==> src/rtl/video_timing_gen.sv <==
// Raster timing generator: free-running h/v counters, a look-ahead pixel request
// port, and a delayed video/sync path carrying built-in test patterns.
module video_timing_gen #(
  parameter int H_ACTIVE  = 640,
  parameter int H_FP      = 16,
  parameter int H_SYNC    = 96,
  parameter int H_BP      = 48,
  parameter int V_ACTIVE  = 480,
  parameter int V_FP      = 10,
  parameter int V_SYNC    = 2,
  parameter int V_BP      = 33,
  parameter int HSYNC_POL = 0,
  parameter int VSYNC_POL = 0,
  parameter int LOOKAHEAD = 2,
  localparam int H_TOTAL  = H_ACTIVE + H_FP + H_SYNC + H_BP,
  localparam int V_TOTAL  = V_ACTIVE + V_FP + V_SYNC + V_BP,
  localparam int XW       = $clog2(H_TOTAL),
  localparam int YW       = $clog2(V_TOTAL)
) (
  input  logic            i_clk_pixel,
  input  logic            i_rst,
  input  logic [1:0]      i_pattern_sel,
  input  logic [2:0][7:0] i_ext_data,
  output logic            o_req_valid,
  output logic [XW-1:0]   o_req_x,
  output logic [YW-1:0]   o_req_y,
  output logic            o_hsync,
  output logic            o_vsync,
  output logic            o_blank,
  output logic            o_de,
  output logic [XW-1:0]   o_x,
  output logic [YW-1:0]   o_y,
  output logic            o_frame_start,
  output logic            o_line_start,
  output logic [2:0][7:0] o_data
);

  if (LOOKAHEAD < 0 || LOOKAHEAD > 8 ||
      H_ACTIVE == 0 || H_FP == 0 || H_SYNC == 0 || H_BP == 0 ||
      V_ACTIVE == 0 || V_FP == 0 || V_SYNC == 0 || V_BP == 0) begin : g_param_check
    $error("video_timing_gen: LOOKAHEAD must be 0..8 and all geometry parameters non-zero");
  end

  localparam logic HS_ON = (HSYNC_POL != 0);
  localparam logic VS_ON = (VSYNC_POL != 0);
  localparam logic [XW+2:0] H_ACT_W = (XW+3)'(H_ACTIVE);

  typedef struct packed {
    logic          act;
    logic          hs;
    logic          vs;
    logic          fs;
    logic          ls;
    logic [XW-1:0] x;
    logic [YW-1:0] y;
  } vid_t;

  logic [XW-1:0] h;
  logic [YW-1:0] v;

  always_ff @(posedge i_clk_pixel) begin
    if (i_rst) begin
      h <= '0;
      v <= '0;
    end else if (int'(h) == H_TOTAL - 1) begin
      h <= '0;
      v <= (int'(v) == V_TOTAL - 1) ? '0 : v + 1'b1;
    end else begin
      h <= h + 1'b1;
    end
  end

  logic active;
  vid_t s0;

  assign active = (int'(h) < H_ACTIVE) && (int'(v) < V_ACTIVE);

  always_comb begin
    s0    = '0;
    s0.act = active;
    s0.hs  = (int'(h) >= H_ACTIVE + H_FP) && (int'(h) < H_ACTIVE + H_FP + H_SYNC);
    s0.vs  = (int'(v) >= V_ACTIVE + V_FP) && (int'(v) < V_ACTIVE + V_FP + V_SYNC);
    s0.fs  = active && (h == '0) && (v == '0);
    s0.ls  = active && (h == '0);
    s0.x   = active ? h : '0;
    s0.y   = active ? v : '0;
  end

  logic          req_valid_q;
  logic [XW-1:0] req_x_q;
  logic [YW-1:0] req_y_q;

  always_ff @(posedge i_clk_pixel) begin
    if (i_rst) begin
      req_valid_q <= 1'b0;
      req_x_q     <= '0;
      req_y_q     <= '0;
    end else begin
      req_valid_q <= s0.act;
      req_x_q     <= s0.x;
      req_y_q     <= s0.y;
    end
  end

  // pipe[LOOKAHEAD] is the output stage; a flushed stage reads as blank, sync idle
  vid_t pipe [0:LOOKAHEAD];

  always_ff @(posedge i_clk_pixel) begin
    if (i_rst) begin
      for (int i = 0; i <= LOOKAHEAD; i++) pipe[i] <= '0;
    end else begin
      pipe[0] <= s0;
      for (int i = 1; i <= LOOKAHEAD; i++) pipe[i] <= pipe[i-1];
    end
  end

  // Pattern pixel is built from whatever enters the output stage this cycle
  logic          pre_act;
  logic [XW-1:0] pre_x;
  logic [YW-1:0] pre_y;

  if (LOOKAHEAD == 0) begin : g_pre_s0
    assign pre_act = s0.act;
    assign pre_x   = s0.x;
    assign pre_y   = s0.y;
  end else begin : g_pre_pipe
    assign pre_act = pipe[LOOKAHEAD-1].act;
    assign pre_x   = pipe[LOOKAHEAD-1].x;
    assign pre_y   = pipe[LOOKAHEAD-1].y;
  end

  logic [XW+2:0]   bar_prod;
  logic [2:0]      bar;
  logic [7:0]      x8;
  logic [7:0]      y8;
  logic [2:0][7:0] pat;

  always_comb begin
    bar_prod = {pre_x, 3'b000};
    bar      = 3'(bar_prod / H_ACT_W);
    x8       = 8'(pre_x);
    y8       = 8'(pre_y);
    pat      = '0;
    case (i_pattern_sel)
      2'd0:    pat = {y8, x8, 8'h00};
      2'd1:    pat = {{8{bar[0]}}, {8{bar[1]}}, {8{bar[2]}}};
      2'd2:    pat = {3{{8{x8[5] ^ y8[5]}}}};
      default: pat = i_ext_data;
    endcase
    if (!pre_act) pat = '0;
  end

  logic [2:0][7:0] data_q;

  always_ff @(posedge i_clk_pixel) begin
    if (i_rst) data_q <= '0;
    else       data_q <= pat;
  end

  assign o_req_valid   = req_valid_q;
  assign o_req_x       = req_x_q;
  assign o_req_y       = req_y_q;
  assign o_hsync       = pipe[LOOKAHEAD].hs ? HS_ON : ~HS_ON;
  assign o_vsync       = pipe[LOOKAHEAD].vs ? VS_ON : ~VS_ON;
  assign o_blank       = ~pipe[LOOKAHEAD].act;
  assign o_de          = pipe[LOOKAHEAD].act;
  assign o_x           = pipe[LOOKAHEAD].x;
  assign o_y           = pipe[LOOKAHEAD].y;
  assign o_frame_start = pipe[LOOKAHEAD].fs;
  assign o_line_start  = pipe[LOOKAHEAD].ls;
  assign o_data        = data_q;

endmodule
==> config.mk <==
export PLATFORM = sky130hd
export DESIGN_NAME = video_timing_gen
export DESIGN_NICKNAME = d
export VERILOG_FILES = /design/src/rtl/video_timing_gen.sv
export SDC_FILE = /design/constraint.sdc
export NUM_CORES = 1
export LEC_CHECK = 0
export ABC_AREA = 1
export CAP_MARGIN = 0
export CORE_ASPECT_RATIO = 0.8
export CORE_MARGIN = 2
export CORE_UTILIZATION = 54
export CTS_CLUSTER_DIAMETER = 200
export DETAILED_ROUTE_END_ITERATION = 7
export GPL_TIMING_DRIVEN = 1
export PLACE_DENSITY = 0.84
export SLEW_MARGIN = 20
export SYNTH_ARGS = -nofsm -noshare
export SYNTH_HDL_FRONTEND = slang
export SYNTH_SLANG_ARGS = --single-unit
==> constraint.sdc <==
create_clock -name i_clk_pixel -period 2.3 [get_ports i_clk_pixel]
set_input_delay 0.575 -clock i_clk_pixel [delete_from_list [all_inputs] [get_ports i_clk_pixel]]
set_output_delay 0.575 -clock i_clk_pixel [all_outputs]
set_load 0.02 [all_outputs]
==> impl_metrics.ini, run 1 <==
[die]
die_w_um = 107.9
die_area_mm2 = 0.009399
die_y_um = 87.12
initial_core_util_pct = 55.21
core_area_mm2 = 0.008446
ios = 99
rows = 30

[detailed_routing]
wire_per_inst_um = 12.55
via_per_inst = 4.719
firstDrtPassIters = 4
drc = 0
drt_iter0_drc = 119
drt_wl_total_um = 9748
final_antenna_net_count = 0
via_count = 3667

[final_layout]
multi_input_area_mm2 = 0.001484
syn_to_final_growth_pct = 30.45
drive_above_1_share_pct = 11.13
seqCellArea_mm2 = 0.002382
fin_nets = 684
n_antenna_cell = 0
n_fill_cell = 621

[worst_setup_path]
path_buf_inv = 1
crit_fanout = 2
startpoint_type = flip-flop
cp_top_family = buffers and inverters
cp-end-kind = output port
path_cells = clkdlybuf4s50_1
slowest_stage = clkdlybuf4s50_1
crit_type = reg -> out
arrival_ps = 1510
slowest_delay_ps = 630
required_ps = 1730

[synth]
yosys.area.top_type = dfxtp_1
syn_nets = 614
ys_ff_latch = 119
synth_edf_count = 0
synthSimpleGateAreaFrac_pct = 21.97
synth_fa_ha_area_share_pct = 1.073
synth_flop_cell = dfxtp_1
synthArstFlopShare_pct = 0
yosys.area.top_type_share_pct = 51.09
synth_cells = 582
yosys-top-cells-area = dfxtp_1 51%, inv_1 8.5%, nor2_1 8.4%
ys_types = 37
synthXorXnorAreaFrac_pct = 0.7513
seq_area_frac_synth_pct = 51.09
post_synth.cell_area_avg_um2 = 8.012
synth_compound_area_share_pct = 7.942
synth_top_family_by_area = simple AND/OR/NAND/NOR gates
muxShareOfSynthArea_pct = 0
synth_area_mm2 = 0.004663
ys_warn_count = 0

[clock_tree]
postCtsSetupBuffers = 0
path_clk_slew_ps = 60
clk_latency_ps = 510
cts_buffers = 17
clkSinkCount = 119
cts_buffer_depth = 2
cts_tree = done
cts.htree.levels = 4
clock-root-buffer = clkbuf_8
holdBufCountCts = 0
ctsResizeCount = 0

[sta]
final.setup.tns_ps = 0
clock.fmax_ghz = 0.4786
rsz0062_at_grt = false
hold_viol_final = 0
fin_skew_ps = 9.407
slew_viol_final = 0
hold_slack_ps = 376.5
fin_crit_ps = 2089
setup-violations-final = 0
max-slew-margin-rel_pct = 64.69
tightest_slew_ps = 516.3
finalCritPeriodShare_pct = 90.84

[pwr]
p_switching_mw = 1.028
clkPwrFrac_pct = 53.9
switching_share_pct = 20.43
pwr-share-comb_pct = 4.4
seq_power_share_pct = 41.8
p_int_mw = 4.004
leakagePower_nw = 2.674
power.density_mw_per_mm2 = 827.1
ir_drop_mv = 0.5376

[global_routing]
grt_antenna_before_repair = 0
grt_overflow = 0
grt_pass1_vias = 3569
grt_max_degree = 52
grt_usage_pct = 22.16
grt_pass1_wl_um = 16170

[run_status]
outcome = complete, no violations

[placement]
dp_hpwl_um = 6901
gp_congestion = 0.8409
portBuffers = 98

[worst_hold_path]
min_path_type = in -> reg

[run]
maxCapViolCount = 0
## registers in the layout, indices dropped and copies added (netlist names)
name / flops
o_req_x: 9
v: 10
o_data: 24
o_req_y: 9
h: 10
pipe: 57
## worst paths after layout
kind               start     endpoint  slack [ps]  depth (start not counted)
min reg2reg  pipe[0][33]  pipe[0][58]         400                          2
min                i_rst  pipe[0][22]         380                          4
max           o_req_x[6]   o_req_x[6]         210                          1
max reg2reg         v[0]         v[7]         490                          9
## synth_stat cells (2+ instances only)
cell,count
nor3_1,5
o21bai_2,8
clkbuf_1,7
nand3_2,2
xor2_1,4
nor4_1,4
buf_2,4
nor2_1,104
clkinv_1,2
nand2_1,72
nand2_4,2
a21oi_1,18
inv_1,105
buf_4,41
ha_1,4
nand4_1,6
nor2_4,2
o31ai_1,2
o21ai_0,21
dfxtp_1,119
nand2_2,5
nand3_1,20
inv_2,11
## final cells by class
| class | count | share of cell area, % |
|---|---|---|
| Sequential cell | 119 | 39.16 |
| Clock buffer | 20 | 7.322 |
| Clock inverter | 12 | 2.879 |
| Tap cell | 112 | 2.304 |
| Multi-Input combinational cell | 293 | 24.39 |
| Inverter | 118 | 7.281 |
| Timing Repair Buffer | 103 | 16.66 |
## cells in the final DEF (no fill, tap or decap), types with 8 or more instances in the layout
cell,instances
clkdlybuf4s50_1,97
clkbuf_16,16
o21bai_2,8
nand2_1,72
nor2_1,104
inv_2,11
dfxtp_1,119
a21oi_1,18
nand3_1,20
inv_1,105
o21ai_0,21
## power groups by stage
stage | registers, mW | logic (mW) | clock network [mW]
after floorplan | 2.15 | 0.111 | 0
after global placement | 2.14 | 0.214 | 0
after global routing | 2.10 | 0.243 | 2.84
after detailed placement | 2.15 | 0.218 | 0
final | 2.10 | 0.220 | 2.71
after CTS | 2.10 | 0.221 | 2.75
## kinds of logic after synthesis
family,count (synthesis)
AND/OR/NAND/NOR,229
flip-flops,119
buffers and inverters,170
other,1
AO/OA/AOI/OAI,55
XOR/XNOR,4
adder cells (fa/ha/maj),4
## stage by stage
stage / area, um2 / power, mW / setup WS (ps) / instances / utilization, %
2_1_floorplan: 4663 / 2.266 / 740.2 / 582 / -
3_3_place_gp: 5463 / 2.358 / 316.2 / 745 / 64.68
3_5_place_dp: 5463 / 2.364 / 259.2 / 745 / 64.68
4_1_cts: 6083 / 5.075 / 193.9 / 777 / 72.03
5_1_grt: 6083 / 5.185 / 158.4 / 777 / 72.03
6_report: 6083 / 5.032 / 210.7 / 777 / 72.03
## per-layer routing
metal,GRT usage [%],up-vias,share of wire (%)
met5,0,-,0
met4,5.944,0,0.53
met3,7.704,7,7.2
met2,37.74,136,49
met1,26.89,1661,43
li1,-,1863,-
Power figures use the tool's default switching activity.
==> inputs of run 2 (changes only) <==
SKIP_CTS_REPAIR_TIMING = 1   (was unset)
==> results of run 2 <==
Final layout, timing and power as in run 1 (identical DEF).
==> inputs of run 3 (changes only) <==
MAX_ROUTING_LAYER = met4   (was unset)
TNS_END_PERCENT = 100   (was unset)
==> impl_metrics.ini, run 3 (same netlist as run 1, synthesis figures left out) <==
[placement]
dp_cells = 745
pre_cts_slack_ps = 259.2
gp_congestion = 0.8540
dp_hpwl_um = 6901
placed_cell_area_mm2 = 0.005463
portBuffers = 98

[clock_tree]
cts_buffer_depth = 2
cts.htree.levels = 4
cts_buffers = 17
clkSinkCount = 119
clock-root-buffer = clkbuf_8
clk_latency_ps = 510
cts_tree = done
path_clk_slew_ps = 60

[sta]
setup-violations-final = 0
finalCritPeriodShare_pct = 90.79
hold_viol_final = 0
tightest_slew_ps = 511.2
final.setup.tns_ps = 0
slew_viol_final = 0
max-slew-margin-rel_pct = 65.04
clock.fmax_ghz = 0.4789
rsz0062_at_grt = false
fin_skew_ps = 9.072
fin_crit_ps = 2088
hold_slack_ps = 373.6
fin_ws_ps = 211.9

[worst_setup_path]
crit_fanout = 2
path_cells = clkdlybuf4s50_1
crit_type = reg -> out
cp_top_family = buffers and inverters
slowest_stage = clkdlybuf4s50_1
startpoint_type = flip-flop
required_ps = 1730
arrival_ps = 1510
path_buf_inv = 1
cp-end-kind = output port
slowest_delay_ps = 630

[die]
ios = 99
die_area_mm2 = 0.009399
rows = 30
die_w_um = 107.9
core_area_mm2 = 0.008446
initial_core_util_pct = 55.21
die_y_um = 87.12

[global_routing]
grt_overflow = 0
grt_usage_pct = 22.84
grt_pass1_wl_um = 16140
grt_antenna_before_repair = 0
grt_max_degree = 52
grt_pass1_vias = 3577

[final_layout]
finalNonFillerCells = 777
fin_util_pct = 72.03
n_antenna_cell = 0
syn_to_final_growth_pct = 30.45
fin_nets = 684
n_fill_cell = 621
layout_commonest_cell = dfxtp_1
fin_area_mm2 = 0.006083
largest_register = pipe
drive_above_1_share_pct = 11.13
final_cell_mix = 119 x dfxtp_1, 105 x inv_1, 104 x nor2_1
largest_reg_flops = 57

[run]
maxCapViolCount = 0

[pwr]
ir_drop_mv = 0.5384
leakagePower_nw = 2.674
power.density_mw_per_mm2 = 827.6
power.total_mw = 5.035

[detailed_routing]
wire_per_inst_um = 12.51
drt_wl_total_um = 9720
wl_met2_um = 4783
topRoutingLayerUsed = met4
drt_iter0_drc = 122
drc = 0
via_per_inst = 4.716
final_antenna_net_count = 0
wl_met3_um = 659
met1_length_um = 4182
via_count = 3664
firstDrtPassIters = 4

[run_status]
outcome = complete, no violations

[worst_hold_path]
min_path_type = in -> reg
run 3: cell counts in the layout (fill, tap and decap cells not counted):
Identical to the previous run, type by type.
run 3: metal layers:
metal	up-vias	track usage, %
met1	1652	26.84
met4	0	5.944
met2	137	37.85
met5	-	-
li1	1865	-
met3	10	7.704
run 3: worst paths after layout:
path	startpoint	to	slack, ps	cells past startpoint
max	o_req_x[6]	o_req_x[6]	210	1
min	i_rst	pipe[0][22]	370	4
max reg2reg	v[0]	v[7]	490	9
min reg2reg	pipe[0][33]	pipe[0][58]	400	2
run 3: power breakdown:
part | internal [mW] | total (mW) | switching [mW]
Combinational | 0.101 | 0.219 | 0.118
Sequential | 2.09 | 2.10 | 0.0104
Clock | 1.81 | 2.71 | 0.902
Total | 4.00 | 5.03 | 1.03
run 3: layout make-up:
type | instances | area (um2) | share of cell area (%)
clock buffer | 20 | 445.4 | 7.322
clock inverter | 12 | 175.2 | 2.879
inverter | 118 | 442.9 | 7.281
multi-input combinational | 293 | 1484 | 24.39
sequential | 119 | 2382 | 39.16
tap | 112 | 140.1 | 2.304
timing repair buffer | 103 | 1013 | 16.66
